## config.mk

```make
export PLATFORM = sky130hd
export DESIGN_NAME = stream_mux_nx1_rr
export DESIGN_NICKNAME = d
export VERILOG_FILES = /design/src/rtl/stream_mux_nx1_rr.sv
export SDC_FILE = /design/constraint.sdc
export NUM_CORES = 1
export LEC_CHECK = 0
export BUFFER_PORTS_ARGS = -buffer_cell sky130_fd_sc_hd__buf_2
export CORE_AREA = 2 2 44 46
export DETAILED_ROUTE_END_ITERATION = 6
export DIE_AREA = 0 0 46 48
export PLACE_DENSITY = 0.82
export SLEW_MARGIN = 20
export SYNTH_ARGS = -nofsm -noshare
export SYNTH_HDL_FRONTEND = slang
export SYNTH_SLANG_ARGS = --single-unit
```

## constraint.sdc

```tcl
create_clock -name clk -period 1.7 [get_ports clk]
set_input_delay 0.17 -clock clk [delete_from_list [all_inputs] [get_ports clk]]
set_output_delay 0.17 -clock clk [all_outputs]
set_load 0.005 [all_outputs]
```

## src/rtl/stream_mux_nx1_rr.sv

```systemverilog
// stream_mux_nx1_rr
// Registered N-input stream multiplexer with per-channel valid/ready handshake.
// It selects one producer channel, either the fixed channel named by sel or
// the next valid channel in round-robin order. The chosen word goes into a
// single output register that drives one consumer.
//
// Parameters
//   WIDTH     data bits per channel (>= 1)
//   CHANNELS  number of input channels (>= 2)
//   SEL_W     channel-index width, 2**SEL_W >= CHANNELS
//
// Ports
//   clk           rising-edge clock
//   rst           asynchronous active-high reset
//   in_data       channel k data at [k*WIDTH +: WIDTH]
//   in_valid      per-channel valid
//   in_ready      per-channel ready, one-hot or zero
//   mode          0 = fixed select via sel, 1 = round-robin
//   sel           channel index used in fixed mode
//   out_data      registered output data
//   out_chan      channel that supplied out_data
//   out_valid     output register holds a word
//   out_ready     consumer accepts out_data
//
// Optional feature (macro STREAM_MUX_XFER_CNT_EN)
//   xfer_cnt_clr  synchronous clear of xfer_cnt, wins over an increment
//   xfer_cnt      16-bit wrapping count of completed output transfers

module stream_mux_nx1_rr #(
    parameter int unsigned WIDTH    = 2,
    parameter int unsigned CHANNELS = 4,
    parameter int unsigned SEL_W    = 2
) (
    input  logic                      clk,
    input  logic                      rst,
    input  logic [CHANNELS*WIDTH-1:0] in_data,
    input  logic [CHANNELS-1:0]       in_valid,
    output logic [CHANNELS-1:0]       in_ready,
    input  logic                      mode,
    input  logic [SEL_W-1:0]          sel,
    output logic [WIDTH-1:0]          out_data,
    output logic [SEL_W-1:0]          out_chan,
    output logic                      out_valid,
    input  logic                      out_ready
`ifdef STREAM_MUX_XFER_CNT_EN
    ,
    input  logic                      xfer_cnt_clr,
    output logic [15:0]               xfer_cnt
`endif
);

    typedef enum logic [0:0] {
        StEmpty = 1'b0,
        StFull  = 1'b1
    } state_e;

    state_e             state_q;
    logic [WIDTH-1:0]   data_q;
    logic [SEL_W-1:0]   chan_q;
    logic [SEL_W-1:0]   last_q;

    logic               fix_gnt;
    logic [SEL_W-1:0]   fix_idx;
    logic               rr_gnt;
    logic [SEL_W-1:0]   rr_idx;
    logic               gnt;
    logic [SEL_W-1:0]   gnt_idx;
    logic [WIDTH-1:0]   gnt_data;
    logic               can_load;
    logic               load;

    // Fixed mode: out-of-range sel matches no channel, so no grant is made.
    always_comb begin
        fix_gnt = 1'b0;
        fix_idx = '0;
        for (int unsigned k = 0; k < CHANNELS; k++) begin
            if (sel == SEL_W'(k) && in_valid[k]) begin
                fix_gnt = 1'b1;
                fix_idx = SEL_W'(k);
            end
        end
    end

    // Round-robin: scan channels above last first, then wrap to 0..last.
    // Scanning in two ascending passes avoids a modulo on the index.
    always_comb begin
        rr_gnt = 1'b0;
        rr_idx = '0;
        for (int unsigned k = 0; k < CHANNELS; k++) begin
            if (!rr_gnt && in_valid[k] && (SEL_W'(k) > last_q)) begin
                rr_gnt = 1'b1;
                rr_idx = SEL_W'(k);
            end
        end
        for (int unsigned k = 0; k < CHANNELS; k++) begin
            if (!rr_gnt && in_valid[k] && (SEL_W'(k) <= last_q)) begin
                rr_gnt = 1'b1;
                rr_idx = SEL_W'(k);
            end
        end
    end

    always_comb begin
        gnt     = mode ? rr_gnt : fix_gnt;
        gnt_idx = mode ? rr_idx : fix_idx;
    end

    // The register can take a word when it is empty or when it is draining
    // in this same cycle. Gating with rst keeps in_ready low during reset.
    always_comb begin
        can_load = (state_q == StEmpty) || out_ready;
        load     = gnt && can_load && !rst;
    end

    always_comb begin
        in_ready = '0;
        gnt_data = '0;
        for (int unsigned k = 0; k < CHANNELS; k++) begin
            if (gnt_idx == SEL_W'(k)) begin
                in_ready[k] = load;
                gnt_data    = in_data[k*WIDTH +: WIDTH];
            end
        end
    end

    // Output register FSM. A drain without a refill leaves data and channel
    // as they were, so only out_valid changes.
    always_ff @(posedge clk or posedge rst) begin
        if (rst) begin
            state_q <= StEmpty;
            data_q  <= '0;
            chan_q  <= '0;
            last_q  <= SEL_W'(CHANNELS - 1);
        end else begin
            case (state_q)
                StEmpty: begin
                    if (load) begin
                        state_q <= StFull;
                    end
                end
                StFull: begin
                    if (out_ready && !load) begin
                        state_q <= StEmpty;
                    end
                end
                default: state_q <= StEmpty;
            endcase
            if (load) begin
                data_q <= gnt_data;
                chan_q <= gnt_idx;
                // Fixed-mode loads leave the round-robin pointer alone.
                if (mode) begin
                    last_q <= gnt_idx;
                end
            end
        end
    end

    assign out_valid = (state_q == StFull);
    assign out_data  = data_q;
    assign out_chan  = chan_q;

`ifdef STREAM_MUX_XFER_CNT_EN
    logic [15:0] xfer_cnt_q;

    always_ff @(posedge clk or posedge rst) begin
        if (rst) begin
            xfer_cnt_q <= '0;
        end else if (xfer_cnt_clr) begin
            xfer_cnt_q <= '0;
        end else if (out_valid && out_ready) begin
            xfer_cnt_q <= xfer_cnt_q + 16'd1;
        end
    end

    assign xfer_cnt = xfer_cnt_q;
`endif

endmodule

```

Yosys cells after proc, flatten, opt, wreduce, memory -nomap -nowiden
Index checks and enable logic that the tools add are counted.
Word-level totals
  register bits after elaboration: 7
  latch bits: 0
  memory bits (writable): 0
  ROM bits: 0
  bits of input ports: 18
  output and inout bits: 9
  logic and storage cells: 89
  memories kept: 0
Cells by class
  $add $sub $neg: 0
  multipliers: 0
  divide/modulo/power cells: 0
  magnitude comparators: 8
  eq/ne operators: 6
  shift operators: 0
  muxes and demuxes: 35
  bitwise gates (word level): 1
  reductions and logical operators: 35
Operators by type and width (number)
  2-to-1 mux 2 bit: 13
  logical AND 1 bit: 22
  2-to-1 mux 1 bit: 21
  logical NOT 1 bit: 9
  equality test 2 bit, second input constant: 4
  equality test 2 x 1 -> 1 bit, second input constant: 2
  > comparator 1 x 2 -> 1 bit, first input constant: 2
  > comparator 2 bit, first input constant: 2
  <= comparator 1 x 2 -> 1 bit, first input constant: 2
  <= comparator 2 bit, first input constant: 2
  logical NOT 2 bit: 2
  case mux 1 bit (2 select lines): 1
  AND reduction 2 bit: 1
  logical OR 1 bit: 1
  NOT 1 bit: 1

Longest topological paths before layout
Gate-level depths: netlist (run 1).
  depth after elaboration: 38
  gate-level depth with buffers: 7
  mapped depth without buffers: 5

Least setup slack after synthesis (run 1)
No wires, ideal clock.
  path type: reg-to-reg
  start point: register last_q[1]
  end point: register data_q[0] (netlist: out_data[0])
  setup time: 133 ps
  data arrival time: 1568 ps
  required time: 1567 ps
  setup slack: -1 ps
  cell stages (with the launch flop): 7
  path buffers: 1
  period minus slack after synthesis: 1701 ps
  cell sequence: dfstp_2 buf_4 mux2i_1 o32a_4 a31o_1 a221oi_2 a221oi_2
On the way
  word-level cells in the longest chain between the ends: 37
  elaborated cells on any way between the ends: 57
  those cells by class: 8 x order compare; 3 x eq/ne; 21 x mux; 25 x reduce/logical
Ends and longest elaborated chain
  start: declaration: line 60  | logic [SEL_W-1:0] last_q;
  start signal: assignment: line 133  | last_q <= SEL_W'(CHANNELS - 1);
  start signal: assignment: line 153  | last_q <= gnt_idx;
  > comparator 1 x 2 -> 1 bit: line 90  | if (!rr_gnt && in_valid[k] && (SEL_W'(k) > last_q)) begin
  logical AND 1 bit: line 90
  2-to-1 mux 1 bit: line 90
  logical NOT 1 bit: line 90
  logical AND 1 bit (2 in series): line 90
  2-to-1 mux 1 bit: line 90
  logical NOT 1 bit: line 90
  logical AND 1 bit (2 in series): line 90
  [14 not listed]
  logical AND 1 bit (2 in series): line 96  | if (!rr_gnt && in_valid[k] && (SEL_W'(k) <= last_q)) begin
  2-to-1 mux 1 bit: line 96
  logical NOT 1 bit: line 96
  logical AND 1 bit (2 in series): line 96
  2-to-1 mux 2 bit: line 96
  2-to-1 mux 2 bit: line 105  | gnt_idx = mode ? rr_idx : fix_idx;
  logical NOT 2 bit: line 119  | if (gnt_idx == SEL_W'(k)) begin
  2-to-1 mux 2 bit (4 in series): line 119
  end signal: assignment: line 149  | data_q <= gnt_data;
  end: declaration: line 58  | logic [WIDTH-1:0] data_q;
Several ways; a longest one is shown, not always the timed one.
A chain may end at the register's enable or synchronous reset.

Worst setup path after layout (run 1)
  start point: register last_q[1]
  end point: output port in_ready[2]
On the way
  word-level cells in the longest chain between the ends: 35
  elaborated cells on any way between the ends: 51
  those cells by class: 8 x order compare; 1 x eq/ne; 18 x mux; 24 x reduce/logical
Ends and longest elaborated chain
  > comparator 1 x 2 -> 1 bit: line 90
  logical AND 1 bit: line 90
  2-to-1 mux 1 bit: line 90
  logical NOT 1 bit: line 90
  logical AND 1 bit (2 in series): line 90
  2-to-1 mux 1 bit: line 90
  logical NOT 1 bit: line 90
  logical AND 1 bit (2 in series): line 90
  [14 not listed]
  logical AND 1 bit (2 in series): line 96
  2-to-1 mux 1 bit: line 96
  logical NOT 1 bit: line 96
  logical AND 1 bit (2 in series): line 96
  2-to-1 mux 1 bit: line 96
  2-to-1 mux 1 bit: line 104  | gnt = mode ? rr_gnt : fix_gnt;
  logical AND 1 bit (2 in series): line 112  | load = gnt && can_load && !rst;
  2-to-1 mux 1 bit (*): line 119
  end: declaration: line 38  | output logic [CHANNELS-1:0] in_ready,
Every way passes the cells marked *; elsewhere a longest branch is shown, timed or not.

==> results of run 1 <==
cell usage in the layout, fill, tap and decap left out, types with 2 or more instances in the layout:
cell                        n
sky130_fd_sc_hd__buf_2     26
sky130_fd_sc_hd__nor2_1     8
sky130_fd_sc_hd__nand2_1    8
sky130_fd_sc_hd__mux2i_1    5
sky130_fd_sc_hd__inv_1      5
sky130_fd_sc_hd__dfrtp_1    5
sky130_fd_sc_hd__nand3_1    4
sky130_fd_sc_hd__buf_4      4
sky130_fd_sc_hd__a21oi_1    3
sky130_fd_sc_hd__clkbuf_4   3
sky130_fd_sc_hd__mux2_2     2
sky130_fd_sc_hd__o32a_4     2
sky130_fd_sc_hd__nand2_2    2
sky130_fd_sc_hd__a21o_1     2
sky130_fd_sc_hd__a221oi_2   2
sky130_fd_sc_hd__dfstp_2    2
state kept, by name, indices dropped and copies added (netlist names):
signal / count
out_valid: 1
out_chan: 2
out_data: 2
last_q: 2
timing repair:
item / 4_1_cts / 5_1_grt
hold buffers: 1 / 0
pin swaps: 6 / 2
endpoints found under the hold margin: 5 / 0
endpoints found under the setup margin: 6 / 6
setup buffers: 3 / 0
resized for setup: 4 / 2
worst max-delay path, cell delays in order, from the launching register on:
cell	delay, ns
sky130_fd_sc_hd__dfstp_2	0.62
sky130_fd_sc_hd__nand2_2	0.08
sky130_fd_sc_hd__a211oi_2	0.27
sky130_fd_sc_hd__a21o_1	0.24
sky130_fd_sc_hd__nand2_1	0.09
sky130_fd_sc_hd__nor2_1	0.13
sky130_fd_sc_hd__buf_2	0.14
cells by family after synthesis:
logic type / Yosys count / share of synthesized area [%]
multiplexers: 7 / 10.4
AO/OA/AOI/OAI: 23 / 33.9
AND/OR/NAND/NOR: 33 / 23.5
buffers and inverters: 10 / 6.81
flip-flops: 7 / 25.4
through the flow:
step	cell area (sq um)	total power, mW	TNS (ns)
floorplan	707	0.629	0
global placement	848	0.740	0
detailed placement	848	0.769	-0.211
CTS	927	0.994	-0.989
global route	932	1.08	-1.80
finish	932	1.00	-1.26
area by class of cell:
class | count | area, sq um
fill | 166 | 757
timing repair buffer | 32 | 181
clock inverter | 1 | 5.00
clock buffer | 3 | 22.5
tap | 17 | 21.3
inverter | 6 | 22.5
multi-input combinational | 63 | 502
sequential | 7 | 178
worst paths after layout:
check | from | end | slack, ns | cells past startpoint
setup reg to reg | last_q[1]$_DFFE_PP1P_ | out_data[1]$_DFFE_PP0P_ | -0.15 | 6
min in group asynchronous | rst | out_data[0]$_DFFE_PP0P_ | 0.39 | 3
max in group asynchronous | rst | last_q[0]$_DFFE_PP1P_ | 1.04 | 3
setup / recovery | last_q[1]$_DFFE_PP1P_ | in_ready[2] | -0.29 | 6
hold / removal | out_ready | out_valid$_DFF_PP0_ | 0.21 | 3
hold reg to reg | out_chan[0]$_DFFE_PP0P_ | out_chan[0]$_DFFE_PP0P_ | 0.47 | 2
layer usage:
| metal | up-vias | wire length [microns] | GRT usage, % | part of all wire [%] |
|---|---|---|---|---|
| met5 | - | 0 | 0 | 0 |
| met4 | 0 | 74 | 12.0 | 3.9 |
| met3 | 11 | 80 | 3.40 | 4.2 |
| met2 | 30 | 942 | 32.8 | 49 |
| met1 | 355 | 820 | 23.9 | 43 |
| li1 | 359 | - | - | - |
report_power, final:
group / internal (mW) / leakage [nW] / total [mW] / switching [mW]
registers: 0.246 / 0.0800 / 0.314 / 0.0677
clock network: 0.0861 / 0.0177 / 0.152 / 0.0656
logic: 0.284 / 0.354 / 0.539 / 0.255
total: 0.617 / 0.451 / 1.00 / 0.388
==> impl_metrics.csv, run 1 <==
group,metric,value,unit
timing,report.final.hold_viol_count,0,
clock_tree,clock_path_buffers,2,
place,gp_routability_congestion,0.929,
clock_tree,numClockSinks,7,
run_status,run_status,"complete, but fails checks",
detailed_routing,drt_pre_antenna_iters,4,
finish,finalCoreUtilization,55.2,%
timing,rsz0062_at_grt,"yes",
timing,fmax,0.503,GHz
detailed_routing,routed_wire_length_per_instance,14.9,microns
floorplanning,fp.dieArea,0.00221,sq mm
clock_tree,clock_insertion_delay_at_the_later_pin_of_the_skew_report,0.25,ns
finish,num-nets-final,131,
floorplanning,initial_standard_cell_utilization_of_the_core,41.3,%
worst_setup_path,timing.critical_path.to_type,"output port",
yosys,yosys.area.top_type_share,17.9,%
timing,setup_violations,6,
clock_tree,root_driver,"sky130_fd_sc_hd__clkbuf_4",
global_routing,grt_antenna_before_repair,0,
run_status,failed_checks,"negative setup slack",
place,place.detailed.hpwl,1490,microns
floorplanning,fp-row-count,15,
finish,stdcell_count,129,
yosys,synth_most_common_cell,"sky130_fd_sc_hd__nand2_1",
detailed_routing,drt_iter0_markers,32,
worst_setup_path,critical_path_class,"reg -> out",
yosys,netlist-cell-type-count,37,
yosys,syn_nets,98,
yosys,synth.ff_latch_count,7,
global_routing,grt_start_max_net_pins,12,
worst_hold_path,hold_path.class,"in -> reg",
run,max-cap-violations,0,
floorplanning,die_height,48,microns
yosys,synthDominantAreaCellType,"sky130_fd_sc_hd__dfrtp_1",
yosys,synth.area.top_cells,"sky130_fd_sc_hd__dfrtp_1, sky130_fd_sc_hd__dfstp_2, sky130_fd_sc_hd__mux2i_1",
floorplanning,floorplan.die.width,46,microns
yosys,post_synth_most_frequent_cells,"sky130_fd_sc_hd__nand2_1, sky130_fd_sc_hd__nor2_1, sky130_fd_sc_hd__dfrtp_1, sky130_fd_sc_hd__inv_1, sky130_fd_sc_hd__mux2i_1",
finish,area_delta_synth_final,33.5,%
clock_tree,h_tree_levels,1,
clock_tree,cts_tree,"done",
detailed_routing,drc,0,
yosys,postSynthCellCount,80,
floorplanning,core_area,0.00169,sq mm
power_and_ir_drop,power-per-cell-area,1080,mW/mm^2
timing,maxSlewViolCount,0,
detailed_routing,route.antenna.remaining_nets,0,
global_routing,global_route_wire_length_before_repair,3030,microns
global_routing,track_usage,19.8,%
power_and_ir_drop,p_leak,0.451,nW
global_routing,grt_pass1_vias,711,
timing,fin_skew,0.00741,ns
detailed_routing,dr_vias_cell,5.85,
power_and_ir_drop,ir_drop,0.000517,V
global_routing,grt_overflow_total,0,
timing,worst_slew_margin_rel,77.3,%
detailed_routing,vias,755,
finish,antenna-diode-count,0,
yosys,synth-main-ff-cell,"sky130_fd_sc_hd__dfrtp_1",
place,preCtsSetupSlack,-0.103,ns
yosys,synth-edff-count,0,
timing,fin_crit_sh,117,%
clock_tree,numCtsBuffers,3,
yosys,syn_area_per_cell,8.73,sq um
timing,final.setup.worst_slack,-0.289,ns
detailed_routing,routed_wirelength,1920,microns
place,placedCellCount,121,
worst_setup_path,timing.critical_path.arrival,1.82,ns
clock_tree,clkTransAtPathRegs,0.06,ns
timing,holdWs,0.214,ns
yosys,ys_async_sr_fraction,100,%
finish,drive_above_1_share,49.1,%
worst_setup_path,setup.worst_path.start_class,"register",
floorplanning,top_level_ports,27,
place,placement.io_buffers,26,
timing,worstMarginPinSlew,0.340,ns
yosys,yosys_warnings,0,
yosys,synthesis.area,698,sq um
worst_setup_path,crit_required,1.53,ns
worst_setup_path,path_max_fanout,7,
timing,period_needed,1.99,ns
yosys,yosysSeqAreaShare,25.4,%
No activity file was read; power rests on OpenSTA's default activity.
==> inputs of run 2 (changes only) <==
--- a/config.mk
+++ b/config.mk
@@ -6,10 +6,10 @@
 export NUM_CORES = 1
 export LEC_CHECK = 0
 export BUFFER_PORTS_ARGS = -buffer_cell sky130_fd_sc_hd__buf_2
-export CORE_AREA = 2 2 44 46
+export CORE_AREA = 2 2 48 50
 export DETAILED_ROUTE_END_ITERATION = 6
-export DIE_AREA = 0 0 46 48
-export PLACE_DENSITY = 0.82
+export DIE_AREA = 0 0 50 52
+export PLACE_DENSITY = 0.72
 export SLEW_MARGIN = 20
 export SYNTH_ARGS = -nofsm -noshare
 export SYNTH_HDL_FRONTEND = slang
==> constraint.sdc (replaced) <==
create_clock -name clk -period 1.7 [get_ports clk]
set_input_delay 0.34 -clock clk [delete_from_list [all_inputs] [get_ports clk]]
set_output_delay 0.34 -clock clk [all_outputs]
set_load 0.005 [all_outputs]
==> run 2 against run 1 <==
Against the previous run:
- largest power group unchanged
- via count grew 1.9%
- critical endpoint is now in_ready[0]
- the flow still finishes with violations (negative setup slack)
- sequential power shrank 6%
- flip-flop and latch count unchanged
- critical path depth unchanged
- total power up 13%
- worst hold slack worse by 0.21 ns
- clock skew fell by 0.0013 ns
- global-route usage down 3.7 points
- count of clock-buffer cells in the layout rose by 1
- clock power about the same
- final area grew 15%
==> impl_metrics.csv, run 2 (synthesis results as in run 1) <==
group,metric,value,unit
run_status,run_status,"complete, but fails checks",
run_status,failed_checks,"negative setup slack",
timing,fmax,0.480,GHz
finish,antenna-diode-count,0,
worst_setup_path,path_max_fanout,6,
place,preCtsSetupSlack,-0.135,ns
timing,rsz0062_at_grt,"yes",
floorplanning,core_area,0.00211,sq mm
power_and_ir_drop,p_leak,0.514,nW
clock_tree,numClockSinks,7,
timing,period_needed,2.08,ns
finish,drive_above_1_share,59.2,%
run,max-cap-violations,0,
floorplanning,initial_standard_cell_utilization_of_the_core,33.2,%
power_and_ir_drop,power-per-cell-area,1050,mW/mm^2
clock_tree,h_tree_levels,1,
worst_hold_path,hold_path.class,"in -> async",
floorplanning,fp.dieArea,0.00260,sq mm
detailed_routing,vias,769,
timing,holdWs,0.00245,ns
clock_tree,cts_tree,"done",
floorplanning,floorplan.die.width,50,microns
finish,stdcell_count,153,
timing,setup_violations,7,
worst_setup_path,timing.critical_path.arrival,1.74,ns
worst_setup_path,setup.worst_path.start_class,"register",
timing,worst_slew_margin_rel,81.5,%
finish,num-nets-final,144,
finish,area.sequential,178,sq um
floorplanning,top_level_ports,27,
place,dpl_cell_area,922,sq um
timing,report.final.hold_viol_count,0,
timing,worstMarginPinSlew,0.277,ns
timing,fin_skew,0.00612,ns
floorplanning,fp-row-count,17,
detailed_routing,route.antenna.remaining_nets,0,
global_routing,grt_overflow_total,0,
place,place.detailed.hpwl,1450,microns
global_routing,grt_start_max_net_pins,8,
place,placedCellCount,139,
power_and_ir_drop,ir_drop,0.000419,V
worst_setup_path,critical_path_class,"reg -> out",
detailed_routing,drt_pre_antenna_iters,3,
place,placement.io_buffers,26,
worst_setup_path,worst-r2r-cell-count,7,
timing,fin_crit_sh,123,%
clock_tree,holdBufCountCts,0,
clock_tree,numCtsBuffers,3,
timing,final.setup.worst_slack,-0.384,ns
global_routing,grt_pass1_vias,763,
clock_tree,clock_path_buffers,2,
global_routing,track_usage,16.1,%
finish,area_delta_synth_final,54.1,%
finish,fillerInstances,205,
worst_setup_path,crit_required,1.36,ns
finish,mostFrequentLayoutCell,"sky130_fd_sc_hd__buf_2",
worst_setup_path,timing.critical_path.to_type,"output port",
clock_tree,clkTransAtPathRegs,0.05,ns
finish,layout.cells.most_common_list,"sky130_fd_sc_hd__buf_2, sky130_fd_sc_hd__buf_4, sky130_fd_sc_hd__nand2_1",
clock_tree,clock_insertion_delay_at_the_later_pin_of_the_skew_report,0.26,ns
worst_setup_path,rrSetupSlack,-0.21,ns
floorplanning,die_height,52,microns
detailed_routing,dr_vias_cell,5.03,
place,gp_routability_congestion,0.835,
global_routing,grt_antenna_before_repair,0,
global_routing,global_route_wire_length_before_repair,3210,microns
detailed_routing,routed_wirelength,1890,microns
timing,maxSlewViolCount,0,
detailed_routing,drc,0,
detailed_routing,routed_wire_length_per_instance,12.4,microns
finish,multiInputGateArea,538,sq um
finish,cell_area_after_layout,0.00108,sq mm
worst_setup_path,reg2reg_from,"last_q[1]$_DFFE_PP1P_",
clock_tree,root_driver,"sky130_fd_sc_hd__clkbuf_4",
worst_setup_path,r2r-end,"out_data[0]$_DFFE_PP0P_",
detailed_routing,drt_iter0_markers,9,
==> run 2: area by class of cell <==
class / count / share of cell area, %
clock buffers: 4 / 2.44
inverters: 6 / 2.09
multi-input cells: 63 / 50.0
flip-flops and latches: 7 / 16.5
well taps: 28 / 3.26
repair buffers: 45 / 25.7
==> run 2: layer usage <==
| layer | GRT usage, % | up-vias | wire, microns |
|---|---|---|---|
| li1 | - | 381 | - |
| met1 | 19.4 | 362 | 797 |
| met2 | 28.5 | 22 | 976 |
| met3 | 2.01 | 4 | 97 |
| met4 | 6.94 | 0 | 23 |
| met5 | 0 | - | 0 |
==> run 2: per-stage QoR <==
| step | TNS, ns | power, mW | utilization, % |
|---|---|---|---|
| floorplan | 0 | 0.636 | - |
| global placement | -0.329 | 0.792 | 43.8 |
| detailed placement | -0.580 | 0.809 | 43.8 |
| CTS | -1.43 | 1.02 | 47.1 |
| global route | -2.49 | 1.22 | 51.1 |
| finish | -1.90 | 1.13 | 51.1 |
==> run 2: how the worst max path moves through the flow <==
stage | from | endpoint | slack, ns
CTS | last_q[1]$_DFFE_PP1P_ | in_ready[0] | -0.35
global placement | last_q[1]$_DFFE_PP1P_ | in_ready[0] | -0.09
global route | last_q[1]$_DFFE_PP1P_ | in_ready[2] | -0.49
finish | last_q[1]$_DFFE_PP1P_ | in_ready[0] | -0.38
detailed placement | last_q[1]$_DFFE_PP1P_ | in_ready[0] | -0.13
floorplan | last_q[1]$_DFFE_PP1P_ | in_ready[0] | 0.004
==> run 2: where the power goes <==
part	switching [mW]	internal [mW]	leakage, nW
sequential	0.0494	0.245	0.0800
combinational	0.303	0.383	0.419
clock	0.0637	0.0897	0.0150
==> run 2: worst max-delay path, stage by stage (launching register included) <==
cell and delay [ns]:
sky130_fd_sc_hd__dfstp_2 0.57, sky130_fd_sc_hd__nand2_1 0.09, sky130_fd_sc_hd__a211oi_2 0.27, sky130_fd_sc_hd__a21o_1 0.23, sky130_fd_sc_hd__nand2b_4 0.17, sky130_fd_sc_hd__nor2_2 0.04, sky130_fd_sc_hd__buf_2 0.12
==> run 2: repair_timing <==
| action | CTS | global route |
|---|---|---|
| cloned | 0 | 0 |
| pin swaps | 4 | 7 |
| resized for setup | 5 | 8 |
| setup buffers | 2 | 8 |
| hold endpoints to repair | 0 | 0 |
| endpoints found under the setup margin | 6 | 6 |
==> inputs of run 3 (changes only) <==
--- a/config.mk
+++ b/config.mk
@@ -10,6 +10,7 @@
 export DETAILED_ROUTE_END_ITERATION = 6
 export DIE_AREA = 0 0 50 52
 export PLACE_DENSITY = 0.72
+export REMOVE_ABC_BUFFERS = 1
 export SLEW_MARGIN = 20
 export SYNTH_ARGS = -nofsm -noshare
 export SYNTH_HDL_FRONTEND = slang
==> run 3 against run 2 <==
Against the previous run:
- the flow still finishes with violations (negative setup slack)
- count of clock-buffer cells in the layout down 1
- final area decreased by 2.3%
- die area stayed put
- register-to-register slack worse by 0.02 ns
- largest cell class unchanged
- fmax decreased by 0.36%
- via count is 0.65% higher
- sequential share of layout area is 0.39 points higher
- critical path depth unchanged
- critical endpoint unchanged
- routed wire length up 10%
==> impl_metrics.csv, run 3 (synthesis results as in run 1) <==
group,metric,value,unit
run_status,run_status,"complete, but fails checks",
run_status,failed_checks,"negative setup slack",
clock_tree,numClockSinks,7,
timing,final.setup.worst_slack,-0.391,ns
timing,fmax,0.478,GHz
detailed_routing,routed_wirelength,2090,microns
timing,maxSlewViolCount,0,
floorplanning,floorplan.die.width,50,microns
detailed_routing,vias,774,
floorplanning,initial_standard_cell_utilization_of_the_core,33.2,%
run,max-cap-violations,0,
finish,cell_area_after_layout,0.00105,sq mm
detailed_routing,routed_wire_length_per_instance,13.7,microns
worst_setup_path,timing.critical_path.arrival,1.75,ns
clock_tree,clock_path_buffers,2,
timing,rsz0062_at_grt,"yes",
worst_setup_path,path_max_fanout,6,
global_routing,track_usage,17.7,%
detailed_routing,drc,0,
finish,layout.cells.most_common_list,"sky130_fd_sc_hd__buf_2, sky130_fd_sc_hd__buf_4, sky130_fd_sc_hd__nand2_1",
worst_hold_path,hold_path.class,"in -> async",
place,place.detailed.hpwl,1580,microns
floorplanning,core_area,0.00211,sq mm
worst_setup_path,slowest_delay,0.59,ns
timing,fin_skew,0.00971,ns
clock_tree,numCtsBuffers,3,
worst_setup_path,critical_path_class,"reg -> out",
worst_setup_path,crit_required,1.36,ns
detailed_routing,drt_pre_antenna_iters,4,
finish,mostFrequentLayoutCell,"sky130_fd_sc_hd__buf_2",
finish,fillerInstances,189,
worst_setup_path,crit_path_cell_trace,"nand2_2, a211oi_2, a21o_1, nand2b_4, nor2_2, buf_2",
finish,area_delta_synth_final,50.5,%
timing,fin_crit_sh,123,%
clock_tree,cts_tree,"done",
detailed_routing,dr_vias_cell,5.09,
finish,multiInputGateArea,523,sq um
timing,setup_violations,6,
floorplanning,fp.dieArea,0.00260,sq mm
worst_setup_path,critPathTopFamily,"flip-flops",
worst_setup_path,crit_buf_inv,1,
power_and_ir_drop,power-per-cell-area,1040,mW/mm^2
finish,num-nets-final,143,
timing,worstMarginPinSlew,0.308,ns
place,gp_routability_congestion,0.834,
global_routing,grt_overflow_total,0,
finish,drive_above_1_share,57.3,%
clock_tree,clock_insertion_delay_at_the_later_pin_of_the_skew_report,0.27,ns
place,placement.io_buffers,26,
power_and_ir_drop,ir_drop,0.000447,V
clock_tree,clkTransAtPathRegs,0.06,ns
timing,worst_slew_margin_rel,79.3,%
finish,finalCoreUtilization,49.9,%
place,placedCellCount,144,
global_routing,grt_antenna_before_repair,0,
worst_setup_path,setup.worst_path.start_class,"register",
finish,stdcell_count,152,
global_routing,global_route_wire_length_before_repair,3380,microns
worst_setup_path,timing.critical_path.to_type,"output port",
worst_setup_path,critical-path-slowest-cell,"sky130_fd_sc_hd__dfstp_2",
floorplanning,fp-row-count,17,
detailed_routing,route.antenna.remaining_nets,0,
global_routing,grt_start_max_net_pins,8,
clock_tree,h_tree_levels,1,
place,dpl_cell_area,943,sq um
clock_tree,root_driver,"sky130_fd_sc_hd__clkbuf_4",
timing,period_needed,2.09,ns
timing,report.final.hold_viol_count,0,
floorplanning,top_level_ports,27,
global_routing,grt_pass1_vias,805,
power_and_ir_drop,p_leak,0.512,nW
finish,antenna-diode-count,0,
finish,area.sequential,178,sq um
floorplanning,die_height,52,microns
detailed_routing,drt_iter0_markers,16,
run 3: changes by cell type in the layout (fill, tap and decap cells not counted), sizes merged:
cell,before,now
clkinv,0,1
buf,45,44
clkbuf,4,3
run 3: final timing paths:
kind / endpoint / cells past startpoint / slack, ns / start
setup / recovery: in_ready[0] / 6 / -0.39 / last_q[1]$_DFFE_PP1P_
hold / removal: out_data[0]$_DFFE_PP0P_ / 2 / 0.007 / rst
setup reg to reg: out_data[0]$_DFFE_PP0P_ / 7 / -0.23 / last_q[1]$_DFFE_PP1P_
hold reg to reg: out_data[1]$_DFFE_PP0P_ / 2 / 0.47 / out_data[1]$_DFFE_PP0P_
max in group asynchronous: last_q[1]$_DFFE_PP1P_ / 2 / 1.40 / rst
min in group clk: out_valid$_DFF_PP0_ / 3 / 0.39 / out_ready
run 3: repair_timing:
item                                    CTS  global route
hold buffers                              0             0
pin swaps                                 7             4
endpoints found under the hold margin     0             0
endpoints found under the setup margin    6             7
cloned                                    0             0
buffers inserted                          2             2
gates resized for setup                   6             4
run 3: cell type report:
class / count / share of cell area, %
Clock buffer: 3 / 2.14
Inverter: 6 / 2.14
Timing Repair Buffer: 44 / 25.2
Multi-Input combinational cell: 63 / 49.8
Clock inverter: 1 / 0.476
Sequential cell: 7 / 16.9
Tap cell: 28 / 3.33
run 3: power by group:
part	internal [mW]	total [mW]	leakage, nW	switching [mW]
Combinational	0.340	0.631	0.414	0.291
Clock	0.0869	0.165	0.0177	0.0784
Sequential	0.245	0.298	0.0800	0.0528
run 3: metrics by stage:
step	setup TNS [ns]	setup slack (ns)	power (mW)	hold slack, ns
floorplan	0	0.0316	0.595	0.142
global placement	-0.282	-0.0737	0.813	0.286
detailed placement	-0.598	-0.144	0.838	0.304
global route	-2.36	-0.469	1.18	0.00855
finish	-1.82	-0.391	1.09	0.00657
CTS	-1.58	-0.328	1.06	0.00882
run 3: layer usage:
| metal | part of all wire [%] | global-route usage [%] | vias up |
|---|---|---|---|
| li1 | - | - | 383 |
| met1 | 40 | 17.7 | 366 |
| met2 | 53 | 33.8 | 20 |
| met3 | 3.5 | 3.16 | 5 |
| met4 | 2.7 | 10.6 | 0 |
| met5 | 0 | 0 | - |
